## config.mk

```make
export PLATFORM = sky130hd
export DESIGN_NAME = muldiv_unit
export DESIGN_NICKNAME = d
export VERILOG_FILES = /design/src/rtl/muldiv_unit.sv
export SDC_FILE = /design/constraint.sdc
export NUM_CORES = 1
export LEC_CHECK = 0
export BUFFER_PORTS_ARGS = -buffer_cell sky130_fd_sc_hd__buf_4
export CORE_MARGIN = 1
export CORE_UTILIZATION = 45
export DETAILED_ROUTE_END_ITERATION = 8
export PLACE_DENSITY_LB_ADDON = 0.1
export SLEW_MARGIN = 30
export SYNTH_ARGS = -nofsm -noshare
export SYNTH_HDL_FRONTEND = slang
export SYNTH_SLANG_ARGS = --single-unit
```

## constraint.sdc

```tcl
create_clock -name clk -period 4.2 [get_ports clk]
set_input_delay 0.21 -clock clk [delete_from_list [all_inputs] [get_ports clk]]
set_output_delay 0.21 -clock clk [all_outputs]
set_load 0.02 [all_outputs]
```

## src/rtl/muldiv_unit.sv

```systemverilog
// muldiv_unit: iterative RV32M multiply/divide unit (shift-add / restoring division)
module muldiv_unit #(
  parameter int XLEN = 32
) (
  input  logic            clk,
  input  logic            rst,
  input  logic            valid_i,
  input  logic [2:0]      op_i,
  input  logic [XLEN-1:0] a_i,
  input  logic [XLEN-1:0] b_i,
  input  logic            flush_i,
  output logic            stall_o,
  output logic            busy_o,
  output logic            done_o,
  output logic [XLEN-1:0] result_o
);
  localparam logic [1:0] IDLE = 2'd0;
  localparam logic [1:0] CALC = 2'd1;
  localparam logic [1:0] FIX  = 2'd2;
  localparam logic [1:0] DONE = 2'd3;
  logic [1:0]        state;
  logic [4:0]        cnt;
  logic [2:0]        op_q;
  logic              neg_res, neg_rem, special;
  logic [XLEN-1:0]   opnd;
  logic [2*XLEN-1:0] acc;
  logic [XLEN:0]     rem;
  logic              a_sgn, b_sgn, sa, sb, div0, ovf, special_in;
  logic [XLEN-1:0]   mag_a, mag_b, spec_res;
  logic [XLEN:0]     mul_sum, shifted, trial;
  logic              div_ge;
  logic [2*XLEN-1:0] prod;
  logic [XLEN-1:0]   quo, rmd, fix_res;
  always_comb begin
    a_sgn      = op_i[2] ? ~op_i[0] : (op_i != 3'b011);
    b_sgn      = op_i[2] ? ~op_i[0] : ~op_i[1];
    sa         = a_sgn & a_i[XLEN-1];
    sb         = b_sgn & b_i[XLEN-1];
    mag_a      = sa ? -a_i : a_i;
    mag_b      = sb ? -b_i : b_i;
    div0       = (b_i == '0);
    ovf        = ~op_i[0] & (a_i == {1'b1, {(XLEN-1){1'b0}}}) & (b_i == '1);
    special_in = op_i[2] & (div0 | ovf);
    spec_res   = div0 ? (op_i[1] ? a_i : '1) : (op_i[1] ? '0 : {1'b1, {(XLEN-1){1'b0}}});
    mul_sum    = {1'b0, acc[2*XLEN-1:XLEN]} + (acc[0] ? {1'b0, opnd} : '0);
    shifted    = {rem[XLEN-1:0], acc[XLEN-1]};
    trial      = shifted - {1'b0, opnd};
    div_ge     = ~trial[XLEN];
    prod       = neg_res ? -acc : acc;
    quo        = neg_res ? -acc[XLEN-1:0] : acc[XLEN-1:0];
    rmd        = neg_rem ? -rem[XLEN-1:0] : rem[XLEN-1:0];
    fix_res    = special ? acc[XLEN-1:0] :
                 op_q[2] ? (op_q[1] ? rmd : quo) :
                 (op_q[1:0] == 2'b00) ? prod[XLEN-1:0] : prod[2*XLEN-1:XLEN];
    stall_o    = (valid_i & (state == IDLE)) | (state == CALC) | (state == FIX);
    busy_o     = (state != IDLE);
    done_o     = (state == DONE);
  end
  // special cases park their final result in acc and skip CALC entirely
  always_ff @(posedge clk) begin
    if (rst) begin
      state    <= IDLE;
      cnt      <= '0;
      op_q     <= '0;
      neg_res  <= 1'b0;
      neg_rem  <= 1'b0;
      special  <= 1'b0;
      opnd     <= '0;
      acc      <= '0;
      rem      <= '0;
      result_o <= '0;
    end else if (flush_i) begin
      state <= IDLE;
      cnt   <= '0;
    end else begin
      case (state)
        IDLE: if (valid_i) begin
          op_q    <= op_i;
          opnd    <= op_i[2] ? mag_b : mag_a;
          acc     <= {{XLEN{1'b0}}, special_in ? spec_res : (op_i[2] ? mag_a : mag_b)};
          rem     <= '0;
          neg_res <= sa ^ sb;
          neg_rem <= sa;
          special <= special_in;
          cnt     <= '0;
          state   <= special_in ? FIX : CALC;
        end
        CALC: begin
          acc   <= op_q[2] ? {acc[2*XLEN-1:XLEN], acc[XLEN-2:0], div_ge} : {mul_sum, acc[XLEN-1:1]};
          rem   <= op_q[2] ? (div_ge ? trial : shifted) : rem;
          cnt   <= cnt + 5'd1;
          state <= (cnt == 5'd31) ? FIX : CALC;
        end
        FIX: begin
          result_o <= fix_res;
          state    <= DONE;
        end
        default: state <= IDLE;
      endcase
    end
  end
endmodule

```

==> flow_summary.yaml, run 1 <==
routing:
  dr_iter_0_viols: 2010
  post_route_antenna_net_violation_count: 0
  wl_final_um: 60200
  tritonroute_pass_1_iters: 6
  vias_per_cell: 6.31
  drc_errors: 0
  post_detailed_route_wirelength_per_cell_um: 22.6
  via_count: 16861
sta:
  worst-slew-pin-transition_ps: 955
  finalHoldViolCount: 0
  max_slew_margin_pct: 36.2
  timing_max_transition_violations_final: 0
  period_share_pct: 92.4
  max_freq_ghz: 0.258
  rsz0062_at_grt: "false"
  timing.final.crit_period_ps: 3880
  clock_skew_ps: 13.1
  setup-tns-final_ps: 0
  setup_viol: 0
pwr:
  total_power_w: 0.00474
  power_density_nw_per_um2: 273
  power.leakage_nw: 6.82
  vdd.ir_drop.worst_uv: 314
worst_setup_path:
  worst-endpoint-arrival_ps: 4240
  required_ps: 4560
  cp_cell_sequence: "clkinvlp_4 -> buf_4 -> nor2_1 -> ha_1 -> a21o_1 -> a2111oi_1 -> o31ai_1 -> a21oi_1 -> nor4_1 -> o31a_1 -> o21a_1 -> o31ai_1"
  crit_path_top_delay_cell: "a2111oi_1"
  path_common_cell: "o31ai_1"
  cp_slowest_stage_delay_ps: 560
  reg2reg_slack_ps: 320
  worst_path_dominant_cell_family: "compound AO/OA/AOI/OAI gates"
  critPathLaunchType: "flip-flop"
  worst_setup_path_end_kind: "flip-flop"
  timing.setup.critical_path_class: "reg -> reg"
  cp_max_fo: 18
  timing.critical_path.buf_inv: 2
clock_tree:
  clock_tree.buffer_depth: 2
  cts_post_setup_buffers_inserted: 0
  cts.clk_slew.worst_paths_ps: 80
  clock-sinks: 173
  root_buffer: "clkbuf_16"
  worst_skew_pair.late_latency_ps: 460
  inserted_clock_buffers: 17
  tritoncts: "done"
  cts_htree_levels: 4
logic_synthesis:
  synth-edff-count: 0
  avgSynthCellArea_um2: 7.14
  dominant_combinational_cell_family_by_area_after_synthesis: "compound AO/OA/AOI/OAI gates"
  synthesis.instances: 2173
  synth_xor_xnor_area_share_pct: 10.7
  post_synth_mux_area_share_pct: 4.49
  synth_compound_area_share_pct: 28.7
  post_synthesis_async_set_or_reset_flop_share_pct: 0
  netlist-cell-type-count: 73
  synth-main-ff-cell: "dfxtp_1"
  synthesis.area_um2: 15500
  synth-seq-cells: 173
  ys_top_cells_by_area: "dfxtp_1 22%, a21oi_1 6.7%, nand2_1 6.6%"
  post-synth-top-area-fraction_pct: 22.3
  post_synthesis_share_of_cell_area_spent_on_and_or_nand_and_nor_gates_pct: 22.5
  library_cell_occupying_the_most_area_in_the_post_synthesis_netlist: "dfxtp_1"
  synth_fp_nets: 2317
  post_synth_fa_ha_maj_area_fraction_pct: 5.98
  synth_seq_area_share_pct: 22.3
  yosysWarnings: 0
floorplan:
  placement_rows: 67
  die_width_um: 188
  floorplan.io_pins: 106
  core_area_um2: 33700
  die-area_um2: 35200
  initial_utilization_pct: 46.1
  die-height_um: 188
global_routing:
  grt_start_max_net_pins: 55
  global_route.overflow_total: 0
  global_route.usage.met3_pct: 6.55
  grtUsageTotal_pct: 33.6
  met1_track_demand_over_resource_pct: 44.2
  global_route.peak_usage_layer: "met2"
  first_global_vias: 15528
  grt_first_pass_wirelength_um: 91600
  initial_antenna_violation_count: 0
  met2_demand_to_capacity_share_in_global_routing_pct: 50.6
placement:
  place.gp.congestion: 1.07
  port_buffers: 105
  place.detailed.hpwl_um: 46800
run:
  cap_violations: 0
cells_and_area:
  drive_above_1_share_pct: 10.5
  layout_common_cells: "275 x nand2_1, 209 x a21oi_1, 194 x nor2_1"
  num_antenna_cells: 0
  final_common_cell: "nand2_1"
  finish.net_count: 2353
  syn_to_final_growth_pct: 11.8
outcome:
  run_status: "completed"
min_path:
  hold_removal_path_class: "in -> reg"
-- cell families after synthesis --
logic type,after synthesis
xor+xnor,190
buf+inv,215
mux,69
fa+ha+maj,73
flops,173
simple gates,749
compound gates,704
-- final cells by class --
| class | instances | area (um^2) |
|---|---|---|
| fillers | 3467 | 16300 |
| multi-input cells | 1785 | 11300 |
| flip-flops and latches | 173 | 3470 |
| repair buffers | 161 | 1220 |
| well taps | 448 | 561 |
| clock buffers | 17 | 425 |
| inverters | 71 | 270 |
| clock inverters | 15 | 144 |
-- synth_stat cells, drive strengths merged (5+ instances only) --
cell     instances
nand2          275
a21oi          209
nor2           197
o21ai          184
dfxtp          173
clkbuf         125
xnor2          100
xor2            90
ha              71
inv             71
mux2i           64
nor3            63
o31ai           43
o211ai          38
nand3           37
or3             26
nor4            25
a211oi          24
a21o            23
a22oi           22
or4             22
nand4           21
o41ai           20
buf             19
and2            18
a31oi           17
and3            16
nand2b          16
o21a            16
a221oi          15
o221ai          13
a22o            10
o21bai           9
nor2b            8
o2111ai          8
or2              7
a32oi            6
a21boi           5
a311oi           5
a32o             5
and4             5
mux2             5
-- through the flow --
stage | hold WS, ps | setup WS, ps | instances | area, um^2 | util [%]
after floorplan | 346 | 1000 | 2173 | 15500 | -
after global placement | 433 | 479 | 2638 | 16800 | 49.8
after detailed placement | 439 | 364 | 2638 | 16800 | 49.8
after CTS | 31.7 | 334 | 2670 | 17400 | 51.5
after global routing | 48.5 | 6.29 | 2670 | 17400 | 51.5
final | 49.4 | 321 | 2670 | 17400 | 51.5
-- timing repair --
| action | CTS | global route |
|---|---|---|
| setup endpoints to repair | 0 | 1 |
| gates resized for setup | 0 | 2 |
| hold buffers | 0 | 0 |
-- power breakdown --
| group | internal (W) | leakage (nW) | switching [W] |
|---|---|---|---|
| sequential | 0.00169 | 1.40 | 0.0000905 |
| combinational | 0.000492 | 5.14 | 0.000849 |
| clock | 0.000790 | 0.273 | 0.000834 |
| total | 0.00297 | 6.82 | 0.00177 |
-- sequential cells by signal (all words and copies together), names as in the netlist, 2 cells and up --
register,flops
acc,64
opnd,32
rem,32
result_o,32
cnt,5
op_q,3
state,2
-- worst reg2reg max path: stages, from the launching register on --
cell and delay (ps):
dfxtp_1 530, clkinvlp_4 400, buf_4 310, nor2_1 110
ha_1 290, a21o_1 200, a2111oi_1 560, o31ai_1 140
a21oi_1 390, nor4_1 110, o31a_1 300, o21a_1 180
o31ai_1 240
-- layer usage --
metal	routed length, um	share of wire, %	vias up
met5	0	0	-
met4	3840	6.4	0
met3	5190	8.6	155
met2	25700	43	847
met1	25500	42	7893
li1	-	-	7966
-- final timing paths --
kind	start	to	cells past startpoint
max reg2reg	acc[0]	acc[61]	12
min	op_i[0]	op_q[0]	3
max	acc[0]	acc[61]	12
min reg2reg	result_o[30]	result_o[30]	2
Power figures use the tool's default switching activity.
==> inputs of run 2 (changes only) <==
--- a/config.mk
+++ b/config.mk
@@ -6,9 +6,12 @@
 export NUM_CORES = 1
 export LEC_CHECK = 0
 export BUFFER_PORTS_ARGS = -buffer_cell sky130_fd_sc_hd__buf_4
+export CELL_PAD_IN_SITES_DETAIL_PLACEMENT = 1
+export CELL_PAD_IN_SITES_GLOBAL_PLACEMENT = 1
 export CORE_MARGIN = 1
 export CORE_UTILIZATION = 45
 export DETAILED_ROUTE_END_ITERATION = 8
+export GPL_TIMING_DRIVEN = 0
 export PLACE_DENSITY_LB_ADDON = 0.1
 export SLEW_MARGIN = 30
 export SYNTH_ARGS = -nofsm -noshare
==> flow_summary.yaml, run 2 (same netlist as run 1, synthesis figures left out) <==
global_routing:
  met1_track_demand_over_resource_pct: 53.5
  met2_demand_to_capacity_share_in_global_routing_pct: 64.7
  global_route.usage.met3_pct: 5.88
  grt_start_max_net_pins: 17
  first_global_vias: 17878
  global_route.peak_usage_layer: "met2"
  grtUsageTotal_pct: 41.5
  grt_first_pass_wirelength_um: 110000
  initial_antenna_violation_count: 0
  global_route.overflow_total: 0
pwr:
  cell_internal_power_w: 0.00305
  combinational_share_of_power_pct: 30.1
  power.leakage_nw: 6.76
  power.share.sequential_pct: 36.2
  swShare_pct: 37.4
  power_density_nw_per_um2: 278
  clkPwrFrac_pct: 33.7
  p_sw_w: 0.00182
  total_power_w: 0.00488
  vdd.ir_drop.worst_uv: 312
clock_tree:
  inserted_clock_buffers: 17
  worst_skew_pair.late_latency_ps: 470
  holdBufCountCts: 0
  root_buffer: "clkbuf_16"
  clock_tree.buffer_depth: 2
  cts.clk_slew.worst_paths_ps: 70
  tritoncts: "done"
  clock-sinks: 173
  cts_htree_levels: 4
floorplan:
  core_area_um2: 33700
  floorplan.io_pins: 106
  die-area_um2: 35200
  die_width_um: 188
  die-height_um: 188
  initial_utilization_pct: 46.1
  placement_rows: 67
worst_setup_path:
  rr_worst_depth: 13
  setup.worst_path.end: "acc[0]"
  reg2reg_slack_ps: 40
  crit-reg2reg-capture: "acc[0]"
  worst-endpoint-arrival_ps: 4540
  worst_setup_path_end_kind: "flip-flop"
  r2r_start: "acc[31]"
  required_ps: 4580
  startpoint: "acc[31]"
  timing.setup.critical_path_class: "reg -> reg"
  cp_max_fo: 10
  critPathLaunchType: "flip-flop"
sta:
  finalHoldViolCount: 0
  setup-tns-final_ps: 0
  timing.final.crit_period_ps: 4160
  max_slew_margin_pct: 29.9
  rsz0062_at_grt: "false"
  period_share_pct: 99.0
  clock_skew_ps: 21.8
  timing_max_transition_violations_final: 0
  worst-slew-pin-transition_ps: 1040
  fin_worst_hold_slack_ps: 88.5
  max_freq_ghz: 0.240
  setup_viol: 0
outcome:
  run_status: "completed"
routing:
  tritonroute_pass_1_iters: 5
  wl_final_um: 74600
  post_route_antenna_net_violation_count: 0
  vias_per_cell: 6.62
  via_count: 18269
  drc_errors: 0
  post_detailed_route_wirelength_per_cell_um: 27.0
  dr_iter_0_viols: 1729
cells_and_area:
  fillers: 4429
  largest_register_ffs: 64
  layout.cell_area.non_filler_um2: 17500
  largest-register: "acc"
  finish.utilization_pct: 52.0
  final_common_cell: "nand2_1"
  syn_to_final_growth_pct: 12.9
  drive_above_1_share_pct: 8.31
  layout_common_cells: "275 x nand2_1, 207 x a21oi_1, 193 x nor2_1"
  num_antenna_cells: 0
  finish.net_count: 2443
placement:
  place.gp.congestion: 1.07
  place.detailed.hpwl_um: 59500
  placement.cell_area_um2: 16900
  port_buffers: 104
min_path:
  hold_removal_path_class: "in -> reg"
  hold_start: "op_i[1]"
run:
  cap_violations: 0
-- run 2: changes by cell type in the layout (fill, tap and decap cells not counted), moves of 3 or more --
| cell | previous run | this run |
|---|---|---|
| inv_8 | 5 | 0 |
| clkbuf_1 | 0 | 124 |
| nor4_2 | 2 | 5 |
| buf_2 | 0 | 8 |
| buf_4 | 160 | 106 |
| buf_1 | 0 | 11 |
| nor4_1 | 22 | 19 |
-- run 2: worst max-delay path, stage by stage (launching register included) --
cell and delay (ps):
dfxtp_1 570, inv_1 160, ha_1 230, fa_1 410, nor2b_1 220, o211ai_1 240
a211oi_2 410, o21ai_0 160, o211ai_1 220, a21oi_1 270, xnor2_2 330, buf_2 390
mux2i_1 230, a31oi_1 240
-- run 2: stage by stage --
step                setup WS, ps  std cells
floorplan                   1000       2173
global placement            -412       2725
detailed placement          -538       2726
CTS                         1.39       2756
global route                4.22       2758
finish                      39.9       2758
-- run 2: final cells by class --
cell class / instances / area [um^2] / share of cell area, %
Timing Repair Buffer: 107 / 801 / 4.57
Inverter: 71 / 267 / 1.52
Multi-Input combinational cell: 1785 / 11300 / 64.5
Sequential cell: 173 / 3460 / 19.8
Clock buffer: 18 / 429 / 2.45
Buffer: 144 / 559 / 3.19
Clock inverter: 12 / 134 / 0.764
Tap cell: 448 / 561 / 3.20
-- run 2: worst min-delay path by stage --
stage	endpoint	slack, ps	cells past startpoint
detailed placement	opnd[5]	450	2
global route	op_q[0]	90	3
floorplan	op_q[0]	350	2
global placement	opnd[6]	440	2
CTS	op_q[1]	80	3
finish	op_q[1]	90	3
-- run 2: per-layer routing --
metal | part of all wire [%] | vias up
met1 | 41 | 8991
met5 | 0 | -
met2 | 44 | 903
li1 | - | 8153
met4 | 7.1 | 0
met3 | 7.8 | 222
-- run 2: timing repair --
item	CTS	global route
pin swaps	0	1
setup buffers	0	2
setup endpoints to repair	37	37
resized for setup	9	7
-- run 2: power by group through the flow --
stage / sequential, W / clock [W] / combinational, W
after floorplan: 0.00175 / 0 / 0.000912
after global placement: 0.00179 / 0 / 0.00138
after detailed placement: 0.00179 / 0 / 0.00141
after CTS: 0.00176 / 0.00163 / 0.00142
after global routing: 0.00176 / 0.00170 / 0.00156
final: 0.00176 / 0.00164 / 0.00147
